$ cat config.mk
export PLATFORM = sky130hd
export DESIGN_NAME = pipe_hazard_ctrl
export DESIGN_NICKNAME = d
export VERILOG_FILES = /design/src/rtl/rv32i_types.sv /design/src/rtl/load_use_detect.sv /design/src/rtl/pipe_hazard_ctrl.sv
export SDC_FILE = /design/constraint.sdc
export NUM_CORES = 1
export LEC_CHECK = 0
export ABC_CLOCK_PERIOD_IN_PS = 7100
export BUFFER_PORTS_ARGS = -buffer_cell sky130_fd_sc_hd__buf_2
export CORE_AREA = 2 2 150 138
export DETAILED_ROUTE_END_ITERATION = 12
export DIE_AREA = 0 0 152 140
export SLEW_MARGIN = 20
export SYNTH_ARGS = -nofsm -noshare
export SYNTH_HDL_FRONTEND = slang
export SYNTH_SLANG_ARGS = --single-unit
export TNS_END_PERCENT = 20
$ cat constraint.sdc
create_clock -name clk -period 7.1 [get_ports clk]
set_input_delay 1.42 -clock clk [delete_from_list [all_inputs] [get_ports clk]]
set_output_delay 1.42 -clock clk [all_outputs]
set_load 0.01 [all_outputs]
$ cat src/rtl/rv32i_types.sv
// Shared rv32i core types: register index, data word and pipeline-control FSM states.
package rv32i_types;

  typedef logic [4:0]  rv32i_reg;
  typedef logic [31:0] rv32i_word;

  // KILL: a redirect is pending behind an outstanding fetch whose response must be discarded.
  typedef enum logic {
    RUN,
    KILL
  } pipe_ctrl_state_t;

endpackage

$ cat src/rtl/load_use_detect.sv
// Flags an ID instruction that reads the destination of a load currently in EX.
module load_use_detect
  import rv32i_types::*;
(
  input  rv32i_reg id_rs1,
  input  rv32i_reg id_rs2,
  input  logic     id_uses_rs1,
  input  logic     id_uses_rs2,
  input  rv32i_reg ex_rd,
  input  logic     ex_mem_read,
  output logic     lu
);

  logic rs1_hit;
  logic rs2_hit;

  always_comb begin
    rs1_hit = id_uses_rs1 && (id_rs1 == ex_rd);
    rs2_hit = id_uses_rs2 && (id_rs2 == ex_rd);
    // x0 is hardwired to zero, so a load targeting it never creates a dependency.
    lu      = ex_mem_read && (ex_rd != 5'd0) && (rs1_hit || rs2_hit);
  end

endmodule

$ cat src/rtl/pipe_hazard_ctrl.sv
// Pipeline sequencer for the 5-stage rv32i core: register enables, redirects, stalls and
// performance counters.
module pipe_hazard_ctrl
  import rv32i_types::*;
#(
  parameter int unsigned CNT_WIDTH = 32
) (
  input  logic                 clk,
  input  logic                 rst,
  input  rv32i_reg             id_rs1,
  input  rv32i_reg             id_rs2,
  input  logic                 id_uses_rs1,
  input  logic                 id_uses_rs2,
  input  rv32i_reg             ex_rd,
  input  logic                 ex_mem_read,
  input  logic                 ex_br_taken,
  input  rv32i_word            ex_br_target,
  input  logic                 imem_resp,
  input  logic                 dmem_access,
  input  logic                 dmem_resp,
  output logic                 load_pc,
  output logic                 pc_sel,
  output rv32i_word            redirect_target,
  output logic                 load_if_id,
  output logic                 flush_if_id,
  output logic                 load_id_ex,
  output logic                 bubble_id_ex,
  output logic                 load_ex_mem,
  output logic                 load_mem_wb,
  output logic [CNT_WIDTH-1:0] stall_cycles,
  output logic [CNT_WIDTH-1:0] flush_events
);

  pipe_ctrl_state_t state_q, state_d;
  rv32i_word        saved_target_q, saved_target_d;
  logic             lu;
  logic             dstall;

  load_use_detect u_load_use_detect (
    .id_rs1      (id_rs1),
    .id_rs2      (id_rs2),
    .id_uses_rs1 (id_uses_rs1),
    .id_uses_rs2 (id_uses_rs2),
    .ex_rd       (ex_rd),
    .ex_mem_read (ex_mem_read),
    .lu          (lu)
  );

  assign dstall = dmem_access && !dmem_resp;

  always_comb begin
    state_d         = state_q;
    saved_target_d  = saved_target_q;
    load_pc         = 1'b0;
    pc_sel          = 1'b0;
    redirect_target = '0;
    load_if_id      = 1'b0;
    flush_if_id     = 1'b0;
    load_id_ex      = 1'b0;
    bubble_id_ex    = 1'b0;
    load_ex_mem     = 1'b0;
    load_mem_wb     = 1'b0;

    if (!rst) begin
      redirect_target = (state_q == KILL) ? saved_target_q : ex_br_target;

      // A dmem stall freezes everything, including a branch waiting in EX.
      if (!dstall) begin
        load_ex_mem = 1'b1;
        load_mem_wb = 1'b1;
        unique case (state_q)
          RUN: begin
            if (ex_br_taken) begin
              load_if_id   = 1'b1;
              flush_if_id  = 1'b1;
              load_id_ex   = 1'b1;
              bubble_id_ex = 1'b1;
              if (imem_resp) begin
                load_pc = 1'b1;
                pc_sel  = 1'b1;
              end else begin
                // Fetch address must stay stable; remember where to go once it returns.
                saved_target_d = ex_br_target;
                state_d        = KILL;
              end
            end else if (!imem_resp || lu) begin
              load_id_ex   = 1'b1;
              bubble_id_ex = 1'b1;
            end else begin
              load_pc    = 1'b1;
              load_if_id = 1'b1;
              load_id_ex = 1'b1;
            end
          end
          KILL: begin
            load_id_ex   = 1'b1;
            bubble_id_ex = 1'b1;
            if (imem_resp) begin
              load_pc     = 1'b1;
              pc_sel      = 1'b1;
              load_if_id  = 1'b1;
              flush_if_id = 1'b1;
              state_d     = RUN;
            end
          end
          default: state_d = RUN;
        endcase
      end
    end
  end

  always_ff @(posedge clk or posedge rst) begin
    if (rst) begin
      state_q        <= RUN;
      saved_target_q <= '0;
      stall_cycles   <= '0;
      flush_events   <= '0;
    end else begin
      state_q        <= state_d;
      saved_target_q <= saved_target_d;
      if (!load_pc) begin
        stall_cycles <= stall_cycles + CNT_WIDTH'(1);
      end
      if (flush_if_id) begin
        flush_events <= flush_events + CNT_WIDTH'(1);
      end
    end
  end

  // EX holds only bubbles while a redirect is pending, so no branch can resolve there.
  kill_no_branch : assert property (@(posedge clk) disable iff (rst)
    (state_q == KILL) |-> !ex_br_taken);

endmodule

Word level (Yosys, flattened, before mapping)
Cells that the tools add are included.
Storage, ports and cells
  bits in registers: 97
  bits in latches: 0
  bits in writable memories: 0
  bits in read-only memories: 0
  memories: 0
Cells by class
  add/subtract/negate cells: 2
  multipliers: 0
  divide/modulo/power cells: 0
  magnitude comparators: 0
  equal/unequal tests: 2
  shifts and indexed selects: 0
  mux-type cells: 30
  bitwise logic cells: 4
  reductions and logical operators: 12
Operators with widths (number)
  $add A32 B1 Y32 const B: 2
  $mux W32: 2
  $mux W1: 22
  $pmux W1 S2: 6
  $eq A5 B5 Y1: 2
  $logic_and A1 B1 Y1: 5
  $reduce_and A5 Y1: 1
  $reduce_bool A5 Y1: 1
  $not A1 Y1: 4
  $logic_not A1 Y1: 2
  $logic_or A1 B1 Y1: 2
  $reduce_and A2 Y1: 1

Depth between registers and ports, before layout
Gate-level depths: netlist of run 1.
  depth in word-level cells: 10
  mapped depth: 11
  gate-level depth less buffers: 7

Hierarchy
Synthesis of run 1 repeated with hierarchy kept, for this count alone.
Second synthesis, totals
  cell total of the unflattened synthesis: 427
  area, all modules: 4812.1 sq um
Modules (own cells, without submodules)
  pipe_hazard_ctrl: instances 1, cells each 410, area an instance 4678.2 sq um, sequential area each 2427.3 sq um
  load_use_detect: instances 1, cells each 17, area an instance 133.9 sq um, sequential area each 0.0 sq um

Worst setup path after synthesis of run 1
OpenSTA, ideal clock, no wires.
  kind: input to output
  from: in rst
  to: out load_pc
  arrival time: 4019 ps
  data required time: 5680 ps
  slack: 1661 ps
  stages on the path: 9
  buffers on the path: 4
  cells stage by stage: clkbuf_1 inv_2 and2_1 clkbuf_1 nand2_1 a21o_1 buf_2 inv_2 buf_2
Between the ends
  longest elaborated chain between the ends: 1
RTL lines
  start, declared: RTL line pipe_hazard_ctrl.sv:9  | input logic rst,
  $mux W1: RTL line pipe_hazard_ctrl.sv:64  | if (!rst) begin
  end, declared: RTL line pipe_hazard_ctrl.sv:21  | output logic load_pc,
No other way between the ends.

Final worst setup path of run 1
Ends and elaborated chain as after synthesis.

==> flow_metrics.env, run 1 <==
export IMPL_status="finished, final reports clean"
export IMPL_antenna_found_initial=0
export IMPL_grtUsageTotal_pct=11.3
export IMPL_path_max_fanout=33
export IMPL_pre_cts_ws_ns=1.91
export IMPL_cts_htree_levels=3
export IMPL_syn_cell_area_um2=4850
export IMPL_p_per_area_nw_per_um2=255
export IMPL_timing_rr_end="flush_events[31]"
export IMPL_initial_utilization_pct=24.6
export IMPL_setup_tns_ns=0
export IMPL_cp_arrival_ns=3.66
export IMPL_io_buffers=159
export IMPL_ios=160
export IMPL_post_cts_buffers=0
export IMPL_cts_num_sinks=97
export IMPL_ys_ff_latch=97
export IMPL_critical_path_slowest_cell="buf_2"
export IMPL_fin_worst_skew_ns=0.00692
export IMPL_worstSetupPathType="in2out"
export IMPL_hold_viol=0
export IMPL_min_period_ns=5.08
export IMPL_min_path_type="reg2reg"
export IMPL_yosysSeqAreaShare_pct=50.1
export IMPL_synthArstFlopShare_pct=100
export IMPL_syn_to_final_growth_pct=27.6
export IMPL_ctsResizeCount=0
export IMPL_critPathRequiredTime_ns=5.68
export IMPL_post_route_period_util_pct=71.6
export IMPL_regToRegSetupSlack_ns=4.19
export IMPL_avgSynthCellArea_um2=11.1
export IMPL_layout_drive_gt1_share_pct=38.5
export IMPL_drv_slew=0
export IMPL_synth_edf_count=0
export IMPL_clk_pin_slew_ns=0.07
export IMPL_muxShareOfSynthArea_pct=14.5
export IMPL_crit_chain="buf_2 -> inv_4 -> and2_1 -> nand2_1 -> a21o_1 -> inv_2 -> buf_2"
export IMPL_ir_drop_mv=0.189
export IMPL_yosysWarningCount=0
export IMPL_synth_most_common_cell="dfrtp_1"
export IMPL_numCtsBuffers=9
export IMPL_rows=49
export IMPL_avgRoutedWirePerCell_um=13.9
export IMPL_synth_top_family_by_area="simple AND/OR/NAND/NOR gates"
export IMPL_dp_hpwl_mm=8.54
export IMPL_worst_path_most_repeated_cell="buf_2"
export IMPL_synth_distinct_cells=41
export IMPL_drtAntennaViolNets=0
export IMPL_synth_adder_area_share_pct=0.516
export IMPL_synth_simple_area_share_pct=18.2
export IMPL_drv_cap=0
export IMPL_endpoint="load_pc"
export IMPL_synth_area_leader_cell="dfrtp_1"
export IMPL_cts_hold_buf=0
export IMPL_synth_xor_area_share_pct=13.2
export IMPL_synthTopCellsByArea="dfrtp_1 50%, xnor2_1 8.7%, mux2_2 7.9%"
export IMPL_grt_max_degree=73
export IMPL_viasPerCell=4.39
export IMPL_clk_path_buf_depth=2
export IMPL_drtIter0Drc=146
export IMPL_cpPeakStageDelay_ns=0.50
export IMPL_cp_startpoint="rst"
export IMPL_syn_nets=493
export IMPL_crit_path_start_kind="input port"
export IMPL_drc=0
export IMPL_dieArea_um2=21300
export IMPL_routed_wl_mm=11.8
export IMPL_cts_root_buffer="clkbuf_16"
export IMPL_synth_top_area_share_pct=50.1
export IMPL_first_pass_iters=5
export IMPL_nets=643
export IMPL_core_region_area_um2=19700
export IMPL_via_count=3706
export IMPL_fmax_ghz=0.197
export IMPL_grt_pass1_wl_mm=19.4
export IMPL_timing_final_ws_setup_ns=2.02
export IMPL_worstMarginPinSlew_ns=1.04
export IMPL_grt_pass1_vias=3556
export IMPL_finalSetupViolCount=0
export IMPL_clk_latency_ns=0.35
export IMPL_die_x_um=152
export IMPL_synth_compound_area_share_pct=0.903
export IMPL_leakagePower_uw=0.00296
export IMPL_rr_startpoint="state_q"
export IMPL_synth_commonest_cells="97 x dfrtp_1, 53 x nor2_1, 48 x xnor2_1, 34 x mux2_2, 32 x mux2i_1"
export IMPL_grt_ovfl_total=0
export IMPL_gp_congestion=0.821
export IMPL_relSlewSlack_pct=30.6
export IMPL_min_from="flush_events[31]"
export IMPL_die_h_um=140
export IMPL_diodes=0
export IMPL_synth_cells=435
export IMPL_cp_end_kind="primary output"
export IMPL_synthFlopType="dfrtp_1"
export IMPL_cts_tree="done"
export IMPL_ff2ff_path_depth=6
export IMPL_rsz0062_at_grt="no"
-- state kept, by name, summed over array words and instances, names as in the netlist --
signal	flops
flush_events	32
saved_target_q	32
stall_cycles	32
state_q	1
-- kinds of logic (layout without fill, tap and decap cells) --
logic type | count (synthesis) | count (layout)
AO/OA/AOI/OAI | 7 | 7
XOR/XNOR | 72 | 72
adder cells (fa/ha/maj) | 2 | 2
buffers and inverters | 28 | 183
flip-flops | 97 | 97
multiplexers | 66 | 66
AND/OR/NAND/NOR | 163 | 163
-- cell type report --
class | count | area (um^2)
clock buffer | 10 | 239
tap | 255 | 319
fill | 2057 | 13500
clock inverter | 6 | 72.6
multi-input combinational | 310 | 2290
inverter | 6 | 25.0
timing repair buffer | 161 | 811
sequential | 97 | 2430
-- worst max-delay path, delay by kind of cell --
family,cells,cell delay [ns]
AOI/OAI and AO/OA,1,0.47
buffers and inverters,4,1.31
and+or+nand+nor,2,0.43
-- power by group --
part           switching [uW]  internal, uW
clock network             224           287
logic                     166           168
registers                91.9           641
-- worst min-delay path by stage --
stage	slack [ns]	cells past startpoint	to
floorplan	0.48	1	saved_target_q[30]
global placement	0.45	1	flush_events[31]
detailed placement	0.46	1	flush_events[31]
CTS	0.47	1	flush_events[31]
global route	0.48	1	flush_events[31]
finish	0.47	1	flush_events[31]
-- cell usage in the layout, fill, tap and decap left out, types with 3 or more instances in the layout --
cell and instances:
inv_1 4, mux2i_1 32, and2_1 4, nor2_1 53
xor2_1 23, mux2_2 34, inv_6 3, nor4_1 5
dfrtp_1 96, xnor2_1 48, nand2_1 24, nand3_1 21
clkbuf_16 9, and3_1 5, buf_2 159, nor3_1 7
and4_1 4, nand4_1 24
-- per-layer routing --
metal  GRT usage (%)  part of all wire, %
met5               0                    0
met4            3.79                  2.4
met3            3.68                  6.6
met2            17.2                   44
met1            15.3                   47
-- per-stage QoR --
step	hold slack, ns	power, uW	cells	utilization [%]	area (um^2)
global route	0.482	1680	845	31.4	6190
floorplan	0.479	945	435	-	4850
detailed placement	0.456	1080	829	29.9	5880
CTS	0.471	1610	845	31.4	6190
global placement	0.453	1080	829	29.9	5880
finish	0.471	1580	845	31.4	6190
Note: power is estimated with default switching activity, not from simulation.
==> run 2, diff against run 1 <==
ABC_AREA = 1   (was default)
ABC_CLOCK_PERIOD_IN_PS = 4200   (was 7100)
CORE_AREA = 2 2 163 149   (was 2 2 150 138)
DIE_AREA = 0 0 165 151   (was 0 0 152 140)
clock period = 4.2 ns   (was 7.1 ns; I/O delays follow)
==> run 2 against run 1 <==
Against the previous run:
- die area grew 17%
- largest cell class is now multi-input gates
- synthesized cell count grew 84%
- clock skew grew 0.0042 ns
- highest routed layer unchanged
- worst setup slack lost 1.0 ns
- critical path type unchanged
- count of clock-buffer cells in the layout is the same
- sequential share of layout area shrank 5.1 points
- final cell count grew 49%
- critical endpoint unchanged
==> flow_metrics.env, run 2 <==
export IMPL_status="finished, final reports clean"
export IMPL_numCtsBuffers=9
export IMPL_synth_xor_area_share_pct=7.46
export IMPL_first_pass_iters=4
export IMPL_multi_input_area_um2=2820
export IMPL_cts_tree="done"
export IMPL_crit_path_start_kind="input port"
export IMPL_layout_drive_gt1_share_pct=21.6
export IMPL_synth_top_area_share_pct=42.2
export IMPL_synth_cells=802
export IMPL_seq_area_um2=2430
export IMPL_rr_startpoint="stall_cycles[1]"
export IMPL_cpPeakStageDelay_ns=0.44
export IMPL_cts_num_sinks=97
export IMPL_synth_most_common_cell="nand2_1"
export IMPL_cp_arrival_ns=2.38
export IMPL_synth_area_leader_cell="dfrtp_1"
export IMPL_min_path_cells=1
export IMPL_avgRoutedWirePerCell_um=12.1
export IMPL_power_internal_uw=1680
export IMPL_die_h_um=151
export IMPL_syn_cell_area_um2=5760
export IMPL_grt_pass1_vias=4871
export IMPL_viasPerCell=4.31
export IMPL_crit_chain="buf_2 -> inv_1 -> nand2_1 -> nand2_1 -> nor2_2 -> o21ai_2 -> a21oi_2 -> inv_2 -> nand2_4 -> buf_2"
export IMPL_syn_nets=860
export IMPL_most_common_layout_cells="248 x nand2_1, 159 x buf_2, 97 x dfrtp_1, 88 x inv_1, 71 x nor2_1"
export IMPL_fmax_ghz=0.311
export IMPL_synth_top_family_by_area="simple AND/OR/NAND/NOR gates"
export IMPL_worstMarginPinSlew_ns=0.818
export IMPL_dp_hpwl_mm=11.3
export IMPL_leakagePower_uw=0.00383
export IMPL_setup_tns_ns=0
export IMPL_synth_commonest_cells="248 x nand2_1, 97 x dfrtp_1, 88 x inv_1, 71 x nor2_1, 68 x o21ai_0"
export IMPL_die_x_um=165
export IMPL_grt_pass1_wl_mm=24.7
export IMPL_rows=53
export IMPL_clk_latency_ns=0.36
export IMPL_post_route_period_util_pct=76.6
export IMPL_synthTopCellsByArea="dfrtp_1 42%, nand2_1 16%, o21ai_0 5.9%"
export IMPL_diodes=0
export IMPL_p_sw_share_pct=33.6
export IMPL_timing_rr_end="stall_cycles[20]"
export IMPL_regToRegSetupSlack_ns=2.26
export IMPL_hold_viol=0
export IMPL_grtUsageTotal_pct=12.3
export IMPL_cp_end_kind="primary output"
export IMPL_drtIter0Drc=366
export IMPL_cts_hold_buf=0
export IMPL_synth_compound_area_share_pct=9.35
export IMPL_antenna_found_initial=0
export IMPL_synth_adder_area_share_pct=0.435
export IMPL_synth_simple_area_share_pct=31.7
export IMPL_switching_power_uw=853
export IMPL_syn_to_final_growth_pct=23.5
export IMPL_muxShareOfSynthArea_pct=0
export IMPL_holdWs_ns=0.477
export IMPL_synthArstFlopShare_pct=100
export IMPL_critical_path_slowest_cell="inv_2"
export IMPL_io_buffers=159
export IMPL_core_region_area_um2=23100
export IMPL_fin_worst_skew_ns=0.0111
export IMPL_cts_root_buffer="clkbuf_16"
export IMPL_clk_path_buf_depth=2
export IMPL_layout_commonest_cell="nand2_1"
export IMPL_min_period_ns=3.22
export IMPL_ir_drop_mv=0.252
export IMPL_p_seq_share_pct=46.2
export IMPL_power_frac_comb_pct=21.2
export IMPL_ios=160
export IMPL_relSlewSlack_pct=45.5
export IMPL_yosysSeqAreaShare_pct=42.2
export IMPL_nets=1007
export IMPL_cts_htree_levels=3
export IMPL_min_from="flush_events[31]"
export IMPL_min_path_type="reg2reg"
export IMPL_cp_buffers_inverters=4
export IMPL_reg_top3="flush_events: 32 flops, saved_target_q: 32 flops, stall_cycles: 32 flops"
export IMPL_synth_edf_count=0
export IMPL_initial_utilization_pct=24.9
export IMPL_ff2ff_path_depth=10
export IMPL_path_max_fanout=33
export IMPL_post_cts_buffers=0
export IMPL_fillers=2519
export IMPL_rsz0062_at_grt="no"
export IMPL_avgSynthCellArea_um2=7.18
export IMPL_grt_ovfl_total=0
export IMPL_drc=0
export IMPL_critPathRequiredTime_ns=3.36
export IMPL_dieArea_um2=24900
export IMPL_yosysWarningCount=0
export IMPL_synth_distinct_cells=32
export IMPL_drv_slew=0
export IMPL_ctsResizeCount=0
export IMPL_drtAntennaViolNets=0
export IMPL_routed_wl_mm=15.2
export IMPL_ys_ff_latch=97
export IMPL_grt_max_degree=77
export IMPL_gp_congestion=0.822
export IMPL_min_to="flush_events[31]"
export IMPL_finalSetupViolCount=0
export IMPL_synthFlopType="dfrtp_1"
export IMPL_via_count=5411
export IMPL_clk_pin_slew_ns=0.08
export IMPL_worstSetupPathType="in2out"
export IMPL_clkPwrFrac_pct=32.6
export IMPL_drv_cap=0
export IMPL_crit_family="buffers and inverters"
export IMPL_p_per_area_nw_per_um2=357
run 2: power groups by stage:
stage / combinational, uW / sequential [uW] / clock [uW]
after CTS: 549 / 1170 / 857
after global routing: 614 / 1200 / 893
after global placement: 537 / 1190 / 0
after detailed placement: 549 / 1190 / 0
final: 538 / 1170 / 826
after floorplan: 332 / 1190 / 0
run 2: final cells by class:
| type | instances | share of cell area (%) |
|---|---|---|
| clock inverter | 6 | 0.792 |
| clock buffer | 10 | 3.22 |
| multi-input combinational | 581 | 39.6 |
| sequential | 97 | 34.1 |
| timing repair buffer | 165 | 11.8 |
| inverter | 95 | 5.05 |
| tap | 302 | 5.32 |
run 2: metal layers:
layer  track usage (%)  wire (um)  vias to the layer above
met3              3.40        922                       13
met2              19.3       6770                      114
li1                  -          -                     2821
met4              3.22        178                        0
met1              16.7       7290                     2463
met5                 0          0                        -
run 2: logic make-up (layout without fill, tap and decap cells):
group | count (synthesis) | after routing
buf+inv | 124 | 276
compound gates | 106 | 106
simple gates | 424 | 424
xor+xnor | 49 | 49
flops | 97 | 97
fa+ha+maj | 2 | 2
run 2: worst register-to-register path: cells and delay by family (launching register included):
| kind | cells | cell delay, ns |
|---|---|---|
| adders and majority gates | 1 | 0.26 |
| DFF | 1 | 0.45 |
| and+or+nand+nor | 9 | 1.11 |
run 2: worst max path at each step:
stage / start / end / slack, ns / cells past startpoint
6_report: dmem_resp / load_pc / 0.98 / 10
3_5_place_dp: dmem_resp / load_pc / 0.96 / 10
5_1_grt: dmem_resp / load_pc / 0.75 / 10
2_1_floorplan: rst / redirect_target[22] / 0.50 / 4
4_1_cts: dmem_resp / load_pc / 0.95 / 10
3_3_place_gp: dmem_resp / load_pc / 0.97 / 10
run 2: through the flow:
step / instance area [um^2] / instances / setup slack, ns / utilization [%] / total power (uW)
final: 7110 / 1256 / 0.985 / 30.7 / 2540
after global routing: 7110 / 1256 / 0.752 / 30.7 / 2700
after CTS: 7110 / 1256 / 0.951 / 30.7 / 2580
after detailed placement: 6820 / 1240 / 0.958 / 29.5 / 1740
after global placement: 6820 / 1240 / 0.971 / 29.5 / 1730
after floorplan: 5760 / 802 / 0.500 / - / 1520
==> run 3, diff against run 2 <==
ABC_AREA = 0   (was 1)
ABC_CLOCK_PERIOD_IN_PS = 2600   (was 4200)
CORE_AREA = 2 2 150 138   (was 2 2 163 149)
DIE_AREA = 0 0 152 140   (was 0 0 165 151)
clock period = 2.6 ns   (was 4.2 ns; I/O delays follow)
==> run 3 against run 2 <==
Against the previous run:
- worst setup slack got worse by 0.85 ns
- sequential power increased by 68%
- sequential share of layout area increased by 4.3 points
- register-to-register slack got worse by 1.9 ns
- final cell count decreased by 32%
- combinational power increased by 83%
- core utilization increased by 1.4 points
- first-iteration DRC count decreased by 50%
- clock power increased by 66%
- critical endpoint unchanged
- largest cell class is now registers
==> flow_metrics.env, run 3 (synthesized netlist as in run 1, its figures left out) <==
export IMPL_status="finished, final reports clean"
export IMPL_min_period_ns=2.47
export IMPL_gp_congestion=0.824
export IMPL_worstSetupPathType="in2out"
export IMPL_cts_htree_levels=3
export IMPL_worstMarginPinSlew_ns=0.601
export IMPL_timing_rr_end="flush_events[31]"
export IMPL_post_route_period_util_pct=95.0
export IMPL_grt_ovfl_total=0
export IMPL_cts_root_buffer="clkbuf_16"
export IMPL_layout_drive_gt1_share_pct=40.1
export IMPL_dpl_instance_area_um2=6000
export IMPL_fin_worst_skew_ns=0.00691
export IMPL_cp_end_kind="primary output"
export IMPL_finalSetupViolCount=0
export IMPL_drv_slew=0
export IMPL_fillers=2039
export IMPL_numCtsBuffers=9
export IMPL_clk_pin_slew_ns=0.07
export IMPL_rsz0062_at_grt="no"
export IMPL_cts_tree="done"
export IMPL_via_count=3780
export IMPL_cp_buffers_inverters=3
export IMPL_die_x_um=152
export IMPL_relSlewSlack_pct=59.9
export IMPL_nets=656
export IMPL_min_path_type="in2async"
export IMPL_final_area_um2=6310
export IMPL_first_pass_iters=4
export IMPL_regToRegSetupSlack_ns=0.39
export IMPL_p_per_area_nw_per_um2=683
export IMPL_dieArea_um2=21300
export IMPL_crit_path_start_kind="input port"
export IMPL_leakagePower_uw=0.00303
export IMPL_core_region_area_um2=19700
export IMPL_critPathRequiredTime_ns=2.08
export IMPL_ios=160
export IMPL_drc=0
export IMPL_total_power_uw=4310
export IMPL_routed_wl_mm=12.0
export IMPL_drv_cap=0
export IMPL_die_h_um=140
export IMPL_ff2ff_path_depth=6
export IMPL_reg_top3="flush_events: 32 flops, saved_target_q: 32 flops, stall_cycles: 32 flops"
export IMPL_dp_hpwl_mm=8.98
export IMPL_setup_tns_ns=0
export IMPL_fmax_ghz=0.405
export IMPL_cpPeakStageDelay_ns=0.55
export IMPL_antenna_found_initial=0
export IMPL_cts_num_sinks=97
export IMPL_path_max_fanout=8
export IMPL_most_common_layout_cells="159 x buf_2, 96 x dfrtp_1, 53 x nor2_1, 48 x xnor2_1, 34 x mux2_2"
export IMPL_viasPerCell=4.41
export IMPL_clk_latency_ns=0.35
export IMPL_rr_startpoint="flush_events[5]"
export IMPL_grtUsageTotal_pct=11.6
export IMPL_worst_path_most_repeated_cell="buf_2"
export IMPL_syn_to_final_growth_pct=30.2
export IMPL_io_buffers=159
export IMPL_drtIter0Drc=184
export IMPL_cp_arrival_ns=1.95
export IMPL_timing_final_ws_setup_ns=0.130
export IMPL_initial_utilization_pct=24.6
export IMPL_avgRoutedWirePerCell_um=14.0
export IMPL_diodes=0
export IMPL_rows=49
export IMPL_grt_max_degree=38
export IMPL_holdWs_ns=0.162
export IMPL_crit_family="simple AND/OR/NAND/NOR gates"
export IMPL_clk_path_buf_depth=2
export IMPL_ir_drop_mv=0.381
export IMPL_layout_commonest_cell="buf_2"
export IMPL_grt_pass1_wl_mm=19.9
export IMPL_drtAntennaViolNets=0
export IMPL_grt_pass1_vias=3736
export IMPL_pre_cts_ws_ns=0.0354
export IMPL_crit_chain="buf_2 -> or4_1 -> o21ai_2 -> nor3_1 -> a21o_1 -> inv_4 -> buf_2"
export IMPL_critical_path_slowest_cell="or4_1"
export IMPL_cts_hold_buf=0
export IMPL_hold_viol=0
run 3: power breakdown:
part	internal, uW	total, uW	switching [uW]
sequential	1750	1960	213
clock	774	1370	595
combinational	481	982	500
run 3: timing repair:
item | CTS | global route
buffers inserted | 0 | 0
endpoints found under the setup margin | 0 | 1
resized for setup | 0 | 1
run 3: cell type report:
type                    instances  area [um^2]  share of cell area, %
multi-input cells             310         2300                   36.4
flip-flops and latches         97         2430                   38.5
repair buffers                174          908                   14.4
inverters                       6         51.3                  0.813
well taps                     255          319                   5.05
clock inverters                 6         67.6                   1.07
clock buffers                  10          239                   3.79
run 3: how the worst max path moves through the flow:
stage | start | to | slack [ns] | depth (start not counted)
after floorplan | rst | load_pc | 0.01 | 9
after global placement | ex_rd[1] | load_pc | 0.08 | 7
after detailed placement | ex_rd[1] | load_pc | 0.04 | 7
after CTS | ex_rd[1] | load_pc | 0.03 | 7
after global routing | ex_rd[1] | load_pc | 0.04 | 7
final | ex_rd[1] | load_pc | 0.13 | 7
run 3: metal layers:
metal / global-route usage, % / routed length, um
met1: 15.4 / 5590
met2: 18.2 / 5530
met3: 3.59 / 736
met4: 3.79 / 191
met5: 0 / 0
run 3: stage by stage:
| step | std cells | utilization (%) |
|---|---|---|
| after global routing | 858 | 32.1 |
| after detailed placement | 842 | 30.5 |
| after CTS | 858 | 32.1 |
| after global placement | 842 | 30.5 |
| final | 858 | 32.1 |
| after floorplan | 435 | - |
